==> config.mk <==
export PLATFORM = sky130hd
export DESIGN_NAME = jk_excitation_driver
export DESIGN_NICKNAME = d
export VERILOG_FILES = /design/src/rtl/jk_excitation_driver.sv
export SDC_FILE = /design/constraint.sdc
export NUM_CORES = 1
export LEC_CHECK = 0
export BUFFER_PORTS_ARGS = -buffer_cell sky130_fd_sc_hd__buf_2
export CORE_MARGIN = 3
export CORE_UTILIZATION = 45
export DETAILED_ROUTE_END_ITERATION = 6
export PLACE_DENSITY = 0.7
export SETUP_SLACK_MARGIN = 0.15
export SLEW_MARGIN = 20
export SYNTH_ARGS = -nofsm -noshare
export SYNTH_HDL_FRONTEND = slang
export SYNTH_SLANG_ARGS = --single-unit
==> constraint.sdc <==
create_clock -name i_clk -period 1.7 [get_ports i_clk]
set_input_delay 0.17 -clock i_clk [delete_from_list [all_inputs] [get_ports i_clk]]
set_output_delay 0.17 -clock i_clk [all_outputs]
set_load 0.005 [all_outputs]
==> src/rtl/jk_excitation_driver.sv <==
// jk_excitation_driver: drives a JK flip-flop bank toward a target word,
// verifying by readback and retrying a bounded number of times.
module jk_excitation_driver #(
  parameter int WIDTH      = 8,
  parameter int MAX_RETRY  = 3,
  parameter bit USE_TOGGLE = 1'b0
) (
  input  logic             i_clk,
  input  logic             i_rst,
  input  logic             i_start,
  input  logic [WIDTH-1:0] i_target,
  input  logic [WIDTH-1:0] i_q_fb,
  output logic [WIDTH-1:0] o_j,
  output logic [WIDTH-1:0] o_k,
  output logic             o_busy,
  output logic             o_done,
  output logic             o_err,
  output logic [3:0]       o_retries
);

  typedef enum logic [1:0] {
    S_IDLE  = 2'd0,
    S_DRIVE = 2'd1,
    S_CHECK = 2'd2
  } state_t;

  localparam logic [3:0] LP_MAX = 4'(MAX_RETRY);

  state_t           r_state;
  state_t           w_state_n;
  logic [WIDTH-1:0] r_tgt;
  logic [WIDTH-1:0] w_tgt_n;
  logic [3:0]       r_cnt;
  logic [3:0]       w_cnt_n;
  logic [WIDTH-1:0] r_j;
  logic [WIDTH-1:0] w_j_n;
  logic [WIDTH-1:0] r_k;
  logic [WIDTH-1:0] w_k_n;
  logic             r_done;
  logic             w_done_n;
  logic             r_err;
  logic             w_err_n;
  logic [3:0]       r_retries;
  logic [3:0]       w_retries_n;

  // Per-bit excitation moving q toward t; matching bits are held (J=K=0).
  function automatic logic [2*WIDTH-1:0] excite(
    input logic [WIDTH-1:0] q,
    input logic [WIDTH-1:0] t
  );
    logic [WIDTH-1:0] set_b;
    logic [WIDTH-1:0] clr_b;
    set_b = ~q & t;
    clr_b = q & ~t;
    if (USE_TOGGLE) excite = {set_b | clr_b, set_b | clr_b};
    else            excite = {set_b, clr_b};
  endfunction

  // State register and registered outputs; reset aborts any operation.
  always_ff @(posedge i_clk) begin
    if (i_rst) begin
      r_state   <= S_IDLE;
      r_tgt     <= '0;
      r_cnt     <= '0;
      r_j       <= '0;
      r_k       <= '0;
      r_done    <= 1'b0;
      r_err     <= 1'b0;
      r_retries <= '0;
    end else begin
      r_state   <= w_state_n;
      r_tgt     <= w_tgt_n;
      r_cnt     <= w_cnt_n;
      r_j       <= w_j_n;
      r_k       <= w_k_n;
      r_done    <= w_done_n;
      r_err     <= w_err_n;
      r_retries <= w_retries_n;
    end
  end

  // Next-state: accept, drive one cycle, check readback, retry or finish.
  always_comb begin
    w_state_n   = r_state;
    w_tgt_n     = r_tgt;
    w_cnt_n     = r_cnt;
    w_j_n       = '0;
    w_k_n       = '0;
    w_done_n    = 1'b0;
    w_err_n     = 1'b0;
    w_retries_n = r_retries;
    unique case (r_state)
      S_IDLE: begin
        if (i_start) begin
          w_tgt_n        = i_target;
          w_cnt_n        = '0;
          {w_j_n, w_k_n} = excite(i_q_fb, i_target);
          w_state_n      = S_DRIVE;
        end
      end
      S_DRIVE: begin
        w_state_n = S_CHECK;
      end
      S_CHECK: begin
        if (i_q_fb == r_tgt) begin
          w_done_n    = 1'b1;
          w_retries_n = r_cnt;
          w_state_n   = S_IDLE;
        end else if (r_cnt < LP_MAX) begin
          w_cnt_n        = r_cnt + 4'd1;
          {w_j_n, w_k_n} = excite(i_q_fb, r_tgt);
          w_state_n      = S_DRIVE;
        end else begin
          w_err_n     = 1'b1;
          w_retries_n = r_cnt;
          w_state_n   = S_IDLE;
        end
      end
      default: begin
        w_state_n = S_IDLE;
      end
    endcase
  end

  assign o_j       = r_j;
  assign o_k       = r_k;
  assign o_busy    = (r_state != S_IDLE);
  assign o_done    = r_done;
  assign o_err     = r_err;
  assign o_retries = r_retries;

endmodule

* After elaboration in Yosys (flattened, before gate mapping)
Cells that the tools add are included.
** Cells by class
- Eq/ne operators :: 7
- Order comparisons :: 1
- Bitwise logic cells :: 8
- Multiplexer cells :: 20
- Reduce and logical (&&, ||, !) cells :: 8
- $add $sub $neg :: 1
** Operators with widths (count)
- 2-to-1 mux 8 bit :: 6
- AND 8 bit :: 4
- case mux 8 bit (2 select lines) :: 2
- NOT 8 bit :: 3
- 2-to-1 mux 4 bit :: 5
- == test 8 bit :: 1
- != test 2 bit (second input constant) :: 4
- case mux 4 bit (2 select lines) :: 1
- case mux 2 bit (3 select lines) :: 1
- adder 4 x 1 -> 4 bit (second input constant) :: 1
- < comparator 4 x 2 -> 1 bit (second input constant) :: 1
- 2-to-1 mux 1 bit :: 4
- AND reduction 2 bit :: 2
- AND reduction 4 bit :: 1
- nonzero test 2 bit :: 2
- OR reduction 3 bit :: 1
- == test 2 x 1 -> 1 bit (second input constant) :: 1
- == test 2 bit (second input constant) :: 1
- zero test 2 bit :: 1
- 2-to-1 mux 2 bit :: 1
- OR reduction 2 bit :: 1
- NOT 1 bit :: 1
** Storage, ports and cells
- Output and inout bits :: 23
- Bits in registers :: 36
- Input bits :: 19
- Word-level logic and storage cells :: 53

* Depth between registers and ports, before layout
- Depth in word-level cells :: 5
- Gate-level depth with buffers :: 7
- Depth with buffers taken out :: 6

* Least setup slack after synthesis
Ideal clock, no wire load.
- Path type :: register -> register
- Start point :: register r_tgt[5]
- End point :: register r_k[0], in the netlist o_k[0]
- Data required time :: 1.583 ns
- Setup slack :: 0.209 ns
- Library setup time :: 0.117 ns
- Period minus slack after synthesis :: 1.491 ns
- Data arrival time :: 1.374 ns
- Buffers on the path :: 1
- Stages on the path, launching flop included :: 7
- Cell sequence :: dfxtp_1 -> ha_1 -> nand4_2 -> o21ai_2 -> nor2_4 -> buf_6 -> a32o_2
** Between the ends
- Word-level cells in the longest chain between the ends :: 3
** Ends and longest elaborated chain
- from (decl) :: line 31 : logic [WIDTH-1:0] r_tgt;
- from (signal assigned) :: line 72 : r_tgt <= w_tgt_n;
- == test 8 bit :: line 105 : if (i_q_fb == r_tgt) begin
- 2-to-1 mux 8 bit :: line 105
- case mux 8 bit (2 select lines) :: line 92 : unique case (r_state)
- to (signal assigned) :: line 75 : r_k <= w_k_n;
- to (decl) :: line 37 : logic [WIDTH-1:0] r_k;
Every way passes these cells.
A chain may end at the register's enable or synchronous reset.

* Worst setup path in the final report
- Start point :: register r_tgt[4]
- End point :: register r_k[1], in the netlist o_k[1]
Same word-level chain as after synthesis.

==> metrics.yaml <==
cts.path.max_buffers: 2
period_minus_slack_ps: 1590
via_per_inst: 5.12
required_ps: 1940
netlist_area_um2: 1600
tightest_slew_ps: 419
grt_pass1_vias: 1246
diodes: 0
finalWirelength_um: 3390
clock-root-buffer: "clkbuf_4"
syn_area_per_cell_um2: 9.90
switchingPower_w: 0.000403
drv_slew: 0
antenna_found_initial: 0
worstSetupEndpointType: "flop"
io_pins: 42
fmaxAchievable_ghz: 0.629
grt_pass1_wl_um: 5470
ys_warn_count: 0
setup_slack_ps: 111
hold_class: "in -> reg"
p_leak_nw: 1.03
num_vias: 1332
pwr-share-clk: 0.309
fin_tns_setup_ps: 0
arrival_ps: 1830
ir_drop_uv: 489
coreArea_um2: 3390
cts_tree: "done"
power.share.sequential: 0.554
synthDistinctLibCells: 33
area_growth_pct: 28.5
swShare: 0.250
fin_nets: 250
globalplace.congestion: 0.780
num_rows: 21
dr.pass1.iters: 5
yosysTopAreaCell: "dfxtp_1"
die-height_um: 65.7
io_buffers: 41
synth_top_area_frac: 0.449
hold_viol_final: 0
synth_fp_nets: 198
synth-edff-count: 0
dieArea_um2: 4320
grt_max_degree: 18
p_per_area_nw_per_um2: 783
drive_gt1_frac: 0.402
rsz0062_at_grt: "yes"
drtIter0Drc: 38
clock_latency_ps: 340
grt_remaining_overflow: 0
async_flop_share: 0
ys_ff_latch: 36
cts_buffers: 5
fill_cells: 288
dp_slack_ps: 78.4
critPathKind: "reg -> reg"
synth_area_leaders: "dfxtp_1 (45%), ha_1 (13%), a32o_2 (7.0%), inv_1 (5.9%), nand2_1 (4.4%)"
synthFlopType: "dfxtp_1"
crit_fanout: 8
start_kind: "flop"
post-dp-hpwl_um: 2480
internal-power_w: 0.00121
htreeDepth: 2
wl_per_cell_um: 13.0
setup_viol: 0
timing.slew.headroom: 0.720
p_comb_frac: 0.137
clk_pin_slew_worst_paths_ps: 100
initial_core_util: 0.473
chipWidth_um: 65.7
fin_worst_skew_ps: 10.4
synth_seq_area_share: 0.449
grt_usage: 0.168
fin_crit_sh: 0.935
antenna_left: 0
max_cap_violations: 0
netlist_instances: 162
cts_sinks: 36
status: "finished, final reports clean"
drc_errors: 0
[sequential cells by signal, indices dropped and copies added, names as in the netlist]
name,flops
o_err,1
o_retries,4
o_done,1
o_k,8
r_state,2
r_tgt,8
r_cnt,4
o_j,8
[worst max-delay path, cell delays in order, from the launching register on]
cell	delay, ps
dfxtp_2	360
ha_4	260
nand4_1	180
o21ai_4	240
nor2_4	80
clkbuf_16	160
a32o_2	210
[what timing repair did]
| item | in CTS | in global routing |
|---|---|---|
| buffers inserted | 3 | 4 |
| setup endpoints to repair | 18 | 21 |
| gates cloned | 0 | 1 |
| hold buffers | 0 | 0 |
| pin swaps | 4 | 5 |
| gates resized for setup | 1 | 10 |
[final cells by class]
cell class	count	area [um^2]	share of cell area
Multi-Input combinational cell	95	813	0.394
Clock buffer	7	65.1	0.0316
Sequential cell	36	726	0.352
Timing Repair Buffer	50	303	0.147
Inverter	26	97.6	0.0473
Tap cell	46	57.6	0.0279
[per-layer routing]
metal  GRT usage  vias to the layer above  part of all wire  wire [um]
met5           0                        -                 0          0
met4      0.0725                        0             0.016         55
met3      0.0410                        7             0.057        192
met2       0.303                       39              0.52       1760
met1       0.184                      627              0.41       1380
li1            -                      659                 -          -
[logic make-up (layout without fill, tap and decap cells)]
logic type / Yosys count / after routing / synth area share
AO/OA/AOI/OAI: 34 / 34 / 0.176
adder cells (fa/ha/maj): 17 / 17 / 0.133
buffers and inverters: 31 / 83 / 0.0889
flip-flops: 36 / 36 / 0.449
multiplexers: 1 / 1 / 0.00624
AND/OR/NAND/NOR: 43 / 43 / 0.147
[cell usage in the layout (no fill, tap or decap)]
cell type and instances:
buf_2 41, dfxtp_1 32, inv_1 25, nand2_1 19
ha_1 13, a21oi_1 11, a32o_2 10, a32o_1 7
buf_4 7, nor2_1 5, clkbuf_4 5, ha_4 4
dfxtp_2 4, nand2_2 2, nor3_1 2, o21a_1 2
nand2b_1 2, and2_1 2, clkbuf_8 2, nor2_2 1
nand4_4 1, nand4_1 1, nor3_4 1, inv_2 1
and2b_4 1, o21ai_4 1, and3_4 1, nor2_4 1
nor3b_2 1, mux2i_1 1, and3_1 1, o211ai_1 1
o21ai_0 1, nand3_1 1, o31ai_1 1, nor3b_1 1
clkbuf_16 1, buf_12 1
[final timing paths]
kind,startpoint,to,slack [ps],cells past startpoint
max,r_tgt[4],o_k[1],110,6
min,i_target[3],r_tgt[3],80,3
max reg2reg,r_tgt[4],o_k[1],110,6
min reg2reg,r_tgt[1],r_tgt[1],470,2
[power groups by stage]
stage	Sequential (W)	Clock (W)	Combinational (W)
after floorplan	0.000909	0	0.000118
after global placement	0.000908	0	0.000184
after detailed placement	0.000910	0	0.000191
after CTS	0.000891	0.000503	0.000196
after global routing	0.000898	0.000545	0.000249
final	0.000894	0.000498	0.000222
[metrics by stage]
stage | utilization | instance area (um^2) | power, W | hold slack [ps] | std cells
floorplan | - | 1600 | 0.00103 | 306 | 162
global placement | 0.540 | 1830 | 0.00109 | 436 | 245
detailed placement | 0.540 | 1830 | 0.00110 | 443 | 245
CTS | 0.566 | 1920 | 0.00159 | 81.7 | 255
global route | 0.608 | 2060 | 0.00169 | 84.5 | 260
finish | 0.608 | 2060 | 0.00161 | 80.6 | 260
[cells in the mapped netlist, types with 2 or more instances]
cell type	instances
a32o_2	10
nand2_1	19
buf_6	3
dfxtp_1	36
a21oi_1	11
o21a_1	2
nor3_1	2
inv_1	25
nand2_2	2
a32o_1	7
nand2b_1	2
and2_1	2
nor2_1	5
ha_1	17
Power figures use the tool's default switching activity.
